$ cat src/rtl/tick_generator.sv
// Multi-channel tick enable generator: N_CH independent single-cycle ticks with runtime divisors.
// Optional square-wave outputs (sq_out) are built when TICK_GEN_SQUARE_EN is defined.
module tick_generator #(
  parameter int unsigned N_CH        = 4,
  parameter int unsigned DIV_W       = 32,
  parameter int unsigned DEFAULT_DIV = 100_000_000
) (
  input  logic              clk_in,
  input  logic              reset_in,
  input  logic              run_in,
  input  logic              clear_in,
  input  logic [N_CH-1:0]   load_in,
  input  logic [DIV_W-1:0]  div_in,
  output logic [N_CH-1:0]   tick_out,
  output logic [N_CH-1:0]   pending_out
`ifdef TICK_GEN_SQUARE_EN
  ,
  output logic [N_CH-1:0]   sq_out
`endif
);

  localparam logic [DIV_W-1:0] RESET_DIV = DIV_W'(DEFAULT_DIV);

  logic [DIV_W-1:0] r_cnt [N_CH];
  logic [DIV_W-1:0] r_div [N_CH];
  logic [DIV_W-1:0] r_shd [N_CH];
  logic [N_CH-1:0]  r_pend;
  logic [N_CH-1:0]  r_tick;

  logic [DIV_W-1:0] w_last [N_CH];
  logic [N_CH-1:0]  w_wrap;

  // A divisor of 0 behaves as 1, so its terminal count is 0 like a divisor of 1.
  always_comb begin
    w_wrap = '0;
    for (int i = 0; i < N_CH; i++) begin
      w_last[i] = (r_div[i] == '0) ? '0 : r_div[i] - DIV_W'(1);
      w_wrap[i] = run_in && (r_cnt[i] == w_last[i]);
    end
  end

  // NOTE: every state element, arrays included, is reset and updated with
  // non-blocking assignments so all channels see the same pre-edge values.
  always_ff @(posedge clk_in or posedge reset_in) begin
    if (reset_in) begin
      for (int i = 0; i < N_CH; i++) begin
        r_cnt[i] <= '0;
        r_div[i] <= RESET_DIV;
        r_shd[i] <= RESET_DIV;
      end
      r_pend <= '0;
      r_tick <= '0;
    end else begin
      for (int i = 0; i < N_CH; i++) begin
        if (clear_in) begin
          r_cnt[i]  <= '0;
          r_tick[i] <= 1'b0;
        end else if (w_wrap[i]) begin
          r_cnt[i]  <= '0;
          r_tick[i] <= 1'b1;
        end else if (run_in) begin
          r_cnt[i]  <= r_cnt[i] + DIV_W'(1);
          r_tick[i] <= 1'b0;
        end else begin
          r_tick[i] <= 1'b0;
        end

        if (load_in[i]) begin
          r_shd[i] <= div_in;
        end

        // Period boundary: a same-cycle load wins over an older pending shadow.
        if (clear_in || w_wrap[i]) begin
          if (load_in[i]) begin
            r_div[i] <= div_in;
          end else if (r_pend[i]) begin
            r_div[i] <= r_shd[i];
          end
          r_pend[i] <= 1'b0;
        end else if (load_in[i]) begin
          r_pend[i] <= 1'b1;
        end
      end
    end
  end

  assign tick_out    = r_tick;
  assign pending_out = r_pend;

`ifdef TICK_GEN_SQUARE_EN
  logic [N_CH-1:0] r_sq;

  always_ff @(posedge clk_in or posedge reset_in) begin
    if (reset_in) begin
      r_sq <= '0;
    end else if (clear_in) begin
      r_sq <= '0;
    end else begin
      r_sq <= r_sq ^ w_wrap;
    end
  end

  assign sq_out = r_sq;
`endif

endmodule

$ cat config.mk
export PLATFORM = sky130hd
export DESIGN_NAME = tick_generator
export DESIGN_NICKNAME = d
export VERILOG_FILES = /design/src/rtl/tick_generator.sv
export SDC_FILE = /design/constraint.sdc
export NUM_CORES = 1
export LEC_CHECK = 0
export ABC_CLOCK_PERIOD_IN_PS = 10950
export BUFFER_PORTS_ARGS = -buffer_cell sky130_fd_sc_hd__buf_2
export CORE_ASPECT_RATIO = 0.8
export CORE_UTILIZATION = 50
export DETAILED_ROUTE_END_ITERATION = 8
export PLACE_DENSITY = 0.68
export SKIP_LAST_GASP = 1
export SYNTH_ARGS = -nofsm -noshare
export SYNTH_HDL_FRONTEND = slang
export SYNTH_SLANG_ARGS = --single-unit
export TNS_END_PERCENT = 10
$ cat constraint.sdc
create_clock -name clk_in -period 10.95 [get_ports clk_in]
set_clock_uncertainty 0.05 [all_clocks]
set_input_delay 0 -clock clk_in [delete_from_list [all_inputs] [get_ports clk_in]]
set_output_delay 0 -clock clk_in [all_outputs]
set_load 0.005 [all_outputs]
### After elaboration in Yosys (flattened, before gate mapping)

Index checks and enable logic that the tools add are counted.

* eq/ne operators: 4
* shifts and indexed selects: 0
* multiplexer cells: 40
* divide/modulo/power cells: 0
* bitwise gates (word level): 0
* multiply operators: 0
* order comparisons: 0
* reduce and logical (&&, ||, !) cells: 28
* add/subtract/negate cells: 8

Operators by type and width (number)
* 2-to-1 mux 32 bit: 24
* adder 32 x 1 -> 32 bit, second input constant: 4
* == test 32 bit: 4
* logical NOT 32 bit: 4
* subtractor 32 x 1 -> 32 bit, second input constant: 4
* 2-to-1 mux 1 bit: 16
* nonzero test 2 bit: 8
* nonzero test 3 bit: 4
* AND reduction 2 bit: 4
* logical AND 1 bit: 4
* logical OR 1 bit: 4

* input bits: 40
* output and inout bits: 8
* ROM bits: 0
* register bits after elaboration: 392
* logic and storage cells: 97
* latch bits: 0
* bits in writable memories: 0
* memories kept: 0

### Longest topological paths before layout

Gate-level depths: netlist of run 1.

* depth in word-level cells: 6
* mapped depth: 16
* depth with buffers taken out: 12

### Least setup slack after synthesis of run 1

Ideal clock, no wire load.

* kind: register to register
* start point: reg r_div[96] (netlist name)
* end point: reg r_div[100] (netlist name)
* arrival time: 3.660 ns
* clock period less this slack: 3.835 ns
* setup time: 0.125 ns
* path buffers: 3
* stages on the path, launching flop included: 15
* required time: 10.775 ns
* path slack: 7.115 ns
* path through: dfrtp_1 inv_1 ha_1 buf_2 nor4b_2 nand2_2 clkbuf_1 or3_1 a222oi_1 nand3_1 a2111o_1 nor4_4 a31oi_4 buf_6 mux2_4

* cells in the longest elaborated chain, start to end: 6
* elaborated cells between the ends (all ways): 7
* those cells by class: add/sub (1); eq/ne (1); mux (1); reduce/logical (4)

Ends and longest elaborated chain
* from (decl): RTL line 25 `logic [DIV_W-1:0] r_div [N_CH];`
* from (signal, indexed assignment): RTL line 75 `r_div[i] <= div_in;`
* from (signal, indexed assignment): RTL line 77 `r_div[i] <= r_shd[i];`
* subtractor 32 x 1 -> 32 bit or logical NOT 32 bit (tied branches): RTL line 37 `w_last[i] = (r_div[i] == '0) ? '0 : r_div[i] - DIV_W'(1);`
* 2-to-1 mux 32 bit (*): RTL line 37
* == test 32 bit (*): RTL line 38 `w_wrap[i] = run_in && (r_cnt[i] == w_last[i]);`
* logical AND 1 bit (*): RTL line 38
* logical OR 1 bit (*): RTL line 73 `if (clear_in || w_wrap[i]) begin`
* AND reduction 2 bit (no line) (*)

Mark *: on every way between the ends. The rest lies on a longest branch, timed or not.
A chain may end at the register's enable or synchronous reset.

### Worst setup path after layout of run 1

* start point: reg r_div[0] (netlist name)
* end point: reg r_div[5] (netlist name)

The elaborated chain is that of the path after synthesis.

==> impl_metrics.tcl, run 1 <==
set metrics [dict create \
    yosys_warnings 0 \
    cts_max_level 2 \
    layout-drive-gt1-share_pct 23.0 \
    yosysTopAreaCellShare_pct 32.5 \
    row_count 69 \
    io_buffers 47 \
    multiInputGateArea_um2 12100 \
    critical-path-max-stage-delay_ps 930 \
    crit_fanout 34 \
    leakagePower_uw 0.00962 \
    wl_per_cell_um 22.2 \
    dr.pass1.iters 5 \
    vias_per_cell 6.22 \
    max_freq_ghz 0.194 \
    rsz0062_at_grt "false" \
    crit_path_end_kind "register" \
    synth_ff_type "dfrtp_1" \
    min_period_ps 5150 \
    path_clk_slew_ps 60 \
    cts_resized 0 \
    max-cap-violations 0 \
    crit_slowest_cell "nor4_1" \
    synth_edf_count 0 \
    use_met1_pct 42.3 \
    grt_overflow 0 \
    seq_area_um2 9930 \
    crit_arrival_ps 5560 \
    core_um2 44700 \
    cp-start-kind "register" \
    cts_hold_buf 37 \
    crit_type "register to register" \
    critical_path_buf_inv_count 3 \
    max_slew.worst_pin.slew_ps 1070 \
    die_area_um2 46400 \
    cts-root-buf "clkbuf_16" \
    hold_class "primary input to asynchronous set/reset pin" \
    yosysSeqAreaShare_pct 43.6 \
    hpwl_um 46200 \
    synth_cell_type_count 98 \
    die_w_um 241 \
    setup_viol 0 \
    initial_core_util_pct 51.0 \
    synth_area_um2 22800 \
    cpLargestDelayFamily "simple AND/OR/NAND/NOR gates" \
    crit_chain "inv_1, ha_1, nor4b_1, nand4b_1, nor4_1, or3_1, nand3_1, nor4_1, a41o_1, buf_4, nor2b_2, buf_4, mux2_2" \
    async_flop_share_pct 100 \
    tns_ps 0 \
    final_util_pct 56.3 \
    met2_usage_pct 41.7 \
    cts_setup_buffers 0 \
    fin_nets 2308 \
    clock_latency_ps 580 \
    yosys-top-cells-area "dfrtp_1, dfstp_2, mux2_2" \
    slew_headroom_pct 28.8 \
    drc_errors 0 \
    netlist_instances 2252 \
    num-fill-cells 3887 \
    ir_drop_v 0.000118 \
    finalHoldViolCount 0 \
    syn_avg_cell_area_um2 10.1 \
    netlist.top_cell.by_area "dfrtp_1" \
    grt_util_all_layers_pct 28.3 \
    gr-max-usage-layer "met1" \
    numCtsBuffers 40 \
    wirelength_um 64200 \
    synth-seq-cells 392 \
    grt_pass1_wl_um 102000 \
    pin_count 48 \
    vias 18000 \
    grt_start_max_net_pins 113 \
    synth_fp_nets 2300 \
    worstPathRequired_ps 11360 \
    antenna_found_initial 0 \
    powerDensity_nw_per_um2 162 \
    fin_crit_sh_pct 47.1 \
    status "finished, final reports clean" \
    gp_congestion 0.968 \
    worst_hold_slack_ps 75.3 \
    use_met3_pct 4.11 \
    cts_buffer_depth 3 \
    drt_iter0_markers 1562 \
    grt_pass1_vias 17300 \
    drt.antenna.violating_nets 0 \
    cts_sinks 392 \
    syn2layout_area_growth_pct 10.5 \
    cts_tree "done" \
    report.final.slew_viol_count 0 \
    fp.dieH_um 193 \
]
-- placed cells by master, fill, tap and decap left out, types with 8 or more instances in the layout --
cell type      Yosys  routed
dfrtp_1          296     296
mux2_4            30      30
and4_1             9       9
o22ai_1           14      14
xor2_1           106     106
dfstp_2           96      96
or3_1             42      42
a2111oi_0          9       9
o31ai_1           16      16
o221ai_1           8       8
mux2_1             9       9
a21oi_1           35      35
clkbuf_16          0      42
nand4_1           59      59
nor4b_1           10      10
nand2b_1          25      25
ha_1               8       8
a22oi_1           11      11
nand3b_1          11      11
and2_1             9       9
and3_1            26      26
mux2_2           221     221
inv_1             40      39
mux2i_1            8       8
nor4_1            77      77
xnor2_1          123     123
a211oi_1          13      13
or4_1             33      33
nor2_1           264     264
buf_2             13      47
buf_4              4      15
o21ai_0           49      49
dlygate4sd3_1      0      37
nand2_1           96      96
nand3_1           91      91
a31oi_1            8       8
or2_2             14      14
nor3_1            78      78
-- power by group --
part	internal, µW	switching (µW)	total [µW]
clock network	918	611	1530
registers	1630	206	1840
logic	340	378	718
-- logic make-up (layout without fill, tap and decap cells) --
kind of cell	after synthesis	count (layout)	synth area share, %
xor gates and xnor gates	231	231	9.00
and+or+nand+nor	898	898	21.0
buffers and inverters	173	213	3.20
AOI/OAI and AO/OA	282	282	9.09
muxes	268	268	13.7
DFF	392	392	43.6
adders and majority gates	8	8	0.439
other	0	1	0
-- synth_stat cells, types with 26 or more instances --
master / count
nor2_1: 264
a21oi_1: 35
o21ai_0: 49
inv_1: 40
nand4_1: 59
dfstp_2: 96
and3_1: 26
mux2_4: 30
nor3_1: 78
mux2_2: 221
dfrtp_1: 296
nand2_1: 96
xor2_1: 106
nor4_1: 77
or4_1: 33
xnor2_1: 123
clkbuf_1: 98
or3_1: 42
nand3_1: 91
-- registers in the layout, summed over array words and instances, names as in the netlist --
register	flops
pending_out	4
r_cnt	128
r_div	128
r_shd	128
tick_out	4
-- path summary, 6_finish.rpt --
path                       startpoint          to  slack (ps)  cells past startpoint
max in group asynchronous    reset_in  r_cnt[105]        8440                      5
min in group clk_in        load_in[3]   r_shd[22]          90                      2
min                          reset_in   r_shd[91]          80                      3
max                          r_div[0]    r_div[5]        5800                     13
max reg2reg                  r_div[0]    r_div[5]        5800                     13
min reg2reg                  r_shd[2]    r_shd[2]         440                      1
-- routing by layer --
| layer | wire length [µm] | vias up |
|---|---|---|
| li1 | - | 8283 |
| met1 | 30300 | 8951 |
| met2 | 27700 | 645 |
| met3 | 4190 | 123 |
| met4 | 1990 | 0 |
| met5 | 0 | - |
-- metrics by stage --
stage	setup slack, ps	cell area [µm²]	power, µW	instances
finish	5800	25200	4090	2896
global route	5430	25200	4270	2895
CTS	5790	25200	4110	2895
detailed placement	5810	23300	2560	2784
global placement	6080	23300	2540	2784
floorplan	161	22800	2340	2252
-- worst reg2reg max path, delay by kind of cell (launching register included) --
family                     cells  cell delay, ps
AOI/OAI and AO/OA              1             230
adders and majority gates      1             270
buffers and inverters          3             770
DFF                            1             440
muxes                          1             400
and+or+nand+nor                7            2860
-- cell type report --
cell class | count | area share, %
clock inverters | 22 | 1.24
multi-input cells | 1687 | 48.2
flip-flops and latches | 392 | 39.4
diodes | 1 | 0.00994
inverters | 40 | 0.626
repair buffers | 99 | 2.85
clock buffers | 52 | 4.60
well taps | 603 | 3.00
(Power assumes the default switching activity.)
==> inputs of run 2 (changes only) <==
ABC_AREA = 1   (was default)
ABC_CLOCK_PERIOD_IN_PS = 4950   (was 10950)
PLACE_DENSITY = 0.66   (was 0.68)
clock period = 4.95 ns   (was 10.95 ns; I/O delays follow)
==> run 2 against run 1 <==
Effect of this change:
- worst hold slack gained 170 ps
- combinational power grew to 2.6 times the previous value
- total power grew 120%
- critical endpoint is now r_div[126]
- wire length grew 13%
- sequential cell count is the same
- utilization shrank 0.24 points
- largest power group unchanged
- synthesized cell count grew 64%
- clock power grew 130%
- cell area grew 7.7%
- critical path depth grew 6
- sequential share of layout area shrank 2.8 points
- synthesized area grew 7.7%
==> impl_metrics.tcl, run 2 <==
set metrics [dict create \
    netlist.top_cell.by_area "dfrtp_1" \
    max_slew.worst_pin.slew_ps 958 \
    fin_cells 4396 \
    p_int_uw 6220 \
    die_area_um2 50000 \
    hold_class "primary input to register" \
    tns_ps 0 \
    yosysSeqAreaShare_pct 40.5 \
    fin_nets 3782 \
    cts_resized 0 \
    dp_cells 4274 \
    min_period_ps 3970 \
    gr-max-usage-layer "met1" \
    pin_count 48 \
    grt_util_all_layers_pct 29.3 \
    clock_power_share_pct 38.1 \
    grt_start_max_net_pins 139 \
    yosys-top-cells-area "dfrtp_1, nand2_1, dfstp_2" \
    syn_avg_cell_area_um2 6.64 \
    pwr-share-seq_pct 41.7 \
    slew_headroom_pct 36.0 \
    use_met3_pct 4.74 \
    vias 23600 \
    numCtsBuffers 42 \
    grt_overflow 0 \
    cts-root-buf "clkbuf_16" \
    max_freq_ghz 0.252 \
    cts_buffer_depth 3 \
    wl_per_cell_um 16.4 \
    status "finished, final reports clean" \
    crit_fanout 35 \
    met2_usage_pct 42.3 \
    vias_per_cell 5.37 \
    worstPathRequired_ps 5370 \
    ir_drop_v 0.000275 \
    yosysTopAreaCellShare_pct 30.2 \
    synth_most_common_cell "nand2_1" \
    cts_sinks 392 \
    fin_crit_sh_pct 80.2 \
    leakagePower_uw 0.0132 \
    grt_pass1_vias 22200 \
    cts_max_level 2 \
    max-cap-violations 0 \
    p_sw_share_pct 31.7 \
    p_comb_share_pct 20.2 \
    synth-seq-cells 392 \
    crit_path_end_kind "register" \
    synth_ff_type "dfrtp_1" \
    fp.dieH_um 200 \
    async_flop_share_pct 100 \
    wirelength_um 72200 \
    synth_fp_nets 3741 \
    drt_iter0_markers 2260 \
    netlist_instances 3693 \
    row_count 72 \
    hpwl_um 52200 \
    crit_type "register to register" \
    yosys_warnings 0 \
    report.final.slew_viol_count 0 \
    powerDensity_nw_per_um2 336 \
    path_clk_slew_ps 60 \
    synth_edf_count 0 \
    drc_errors 0 \
    layout_commonest_cell "nand2_1" \
    synth_cell_type_count 41 \
    final_cell_mix "nand2_1, nor2_1, nand3_1, inv_1, dfrtp_1" \
    cts_hold_buf 45 \
    antenna_found_initial 0 \
    initial_core_util_pct 50.7 \
    rsz0062_at_grt "false" \
    clock_latency_ps 590 \
    syn2layout_area_growth_pct 10.5 \
    io_buffers 47 \
    p_switching_uw 2890 \
    setup_viol 0 \
    drt.antenna.violating_nets 0 \
    cts_tree "done" \
    antenna-diode-count 0 \
    layout-drive-gt1-share_pct 7.94 \
    reg_top3 "r_cnt: 128 flops, r_div: 128 flops, r_shd: 128 flops" \
    cp-start-kind "register" \
    die_w_um 250 \
    netlist_top_cells_count "nand2_1, nor2_1, nand3_1, inv_1, dfrtp_1" \
    crit_arrival_ps 4390 \
    core_um2 48400 \
    dr.pass1.iters 6 \
    use_met1_pct 44.7 \
    grt_pass1_wl_um 118000 \
    synth_area_um2 24500 \
    finalHoldViolCount 0 \
    cts_setup_buffers 0 \
    gp_congestion 0.932 \
]
-- run 2: kinds of logic (layout without fill, tap and decap cells) --
group	after synthesis	in the layout	share of synthesized area [%]
flip-flops	392	392	40.5
AND/OR/NAND/NOR	2619	2619	45.2
adder cells (fa/ha/maj)	8	8	0.408
XOR/XNOR	82	82	2.93
buffers and inverters	454	528	7.70
AO/OA/AOI/OAI	138	138	3.29
-- run 2: power groups by stage --
stage          Combinational, µW  Sequential, µW  Clock [µW]
6_report                    1840            3800        3470
5_1_grt                     2120            3830        3660
4_1_cts                     1830            3790        3540
3_5_place_dp                1790            3850           0
3_3_place_gp                1780            3840           0
2_1_floorplan               1370            3750           0
-- run 2: per-layer routing --
metal | wire [µm] | vias up
met4 | 2090 | 0
li1 | - | 11800
met3 | 4970 | 115
met5 | 0 | -
met1 | 35700 | 11000
met2 | 29500 | 676
-- run 2: path summary, 6_finish.rpt --
kind	slack [ps]	cells after the start	from	end
worst min-delay path	250	4	div_in[16]	r_shd[48]
min in group asynchronous	430	4	reset_in	r_cnt[63]
worst max register to register	980	19	r_div[96]	r_div[126]
worst max-delay path	980	19	r_div[96]	r_div[126]
max in group asynchronous	3080	6	reset_in	r_cnt[117]
worst min register to register	420	2	r_shd[3]	r_shd[3]
-- run 2: final cells by class --
type,instances,area (µm²)
multi-input combinational,2847,12700
sequential,392,9930
timing repair buffer,119,926
tap,629,787
clock buffer,58,1180
inverter,332,1250
clock inverter,19,310
fill,4708,21300
-- run 2: worst max-delay path, stage by stage (launching register included) --
cell      delay, ps
dfrtp_1         390
inv_1            90
ha_1            230
nand3_1         160
nor2_1          650
nand2_1         200
o21bai_1        230
nand3_1         100
nand2_1         110
nand3_1          70
nor2_1          130
nand2_1         100
nor2_2          120
nand3_2         230
nand2_2         130
buf_4           350
nand2_1          90
buf_4           260
nand2_1         100
nand2_1          50
-- run 2: stage by stage --
step	util, %	hold WS [ps]	total power (µW)	instance area (µm²)	setup slack [ps]
4_1_cts	56.0	212	9160	27100	1050
3_5_place_dp	52.0	-98.1	5630	25200	1090
3_3_place_gp	52.0	-97.1	5620	25200	1160
2_1_floorplan	-	62.6	5130	24500	-295
6_report	56.0	250	9110	27100	982
5_1_grt	56.0	256	9610	27100	509
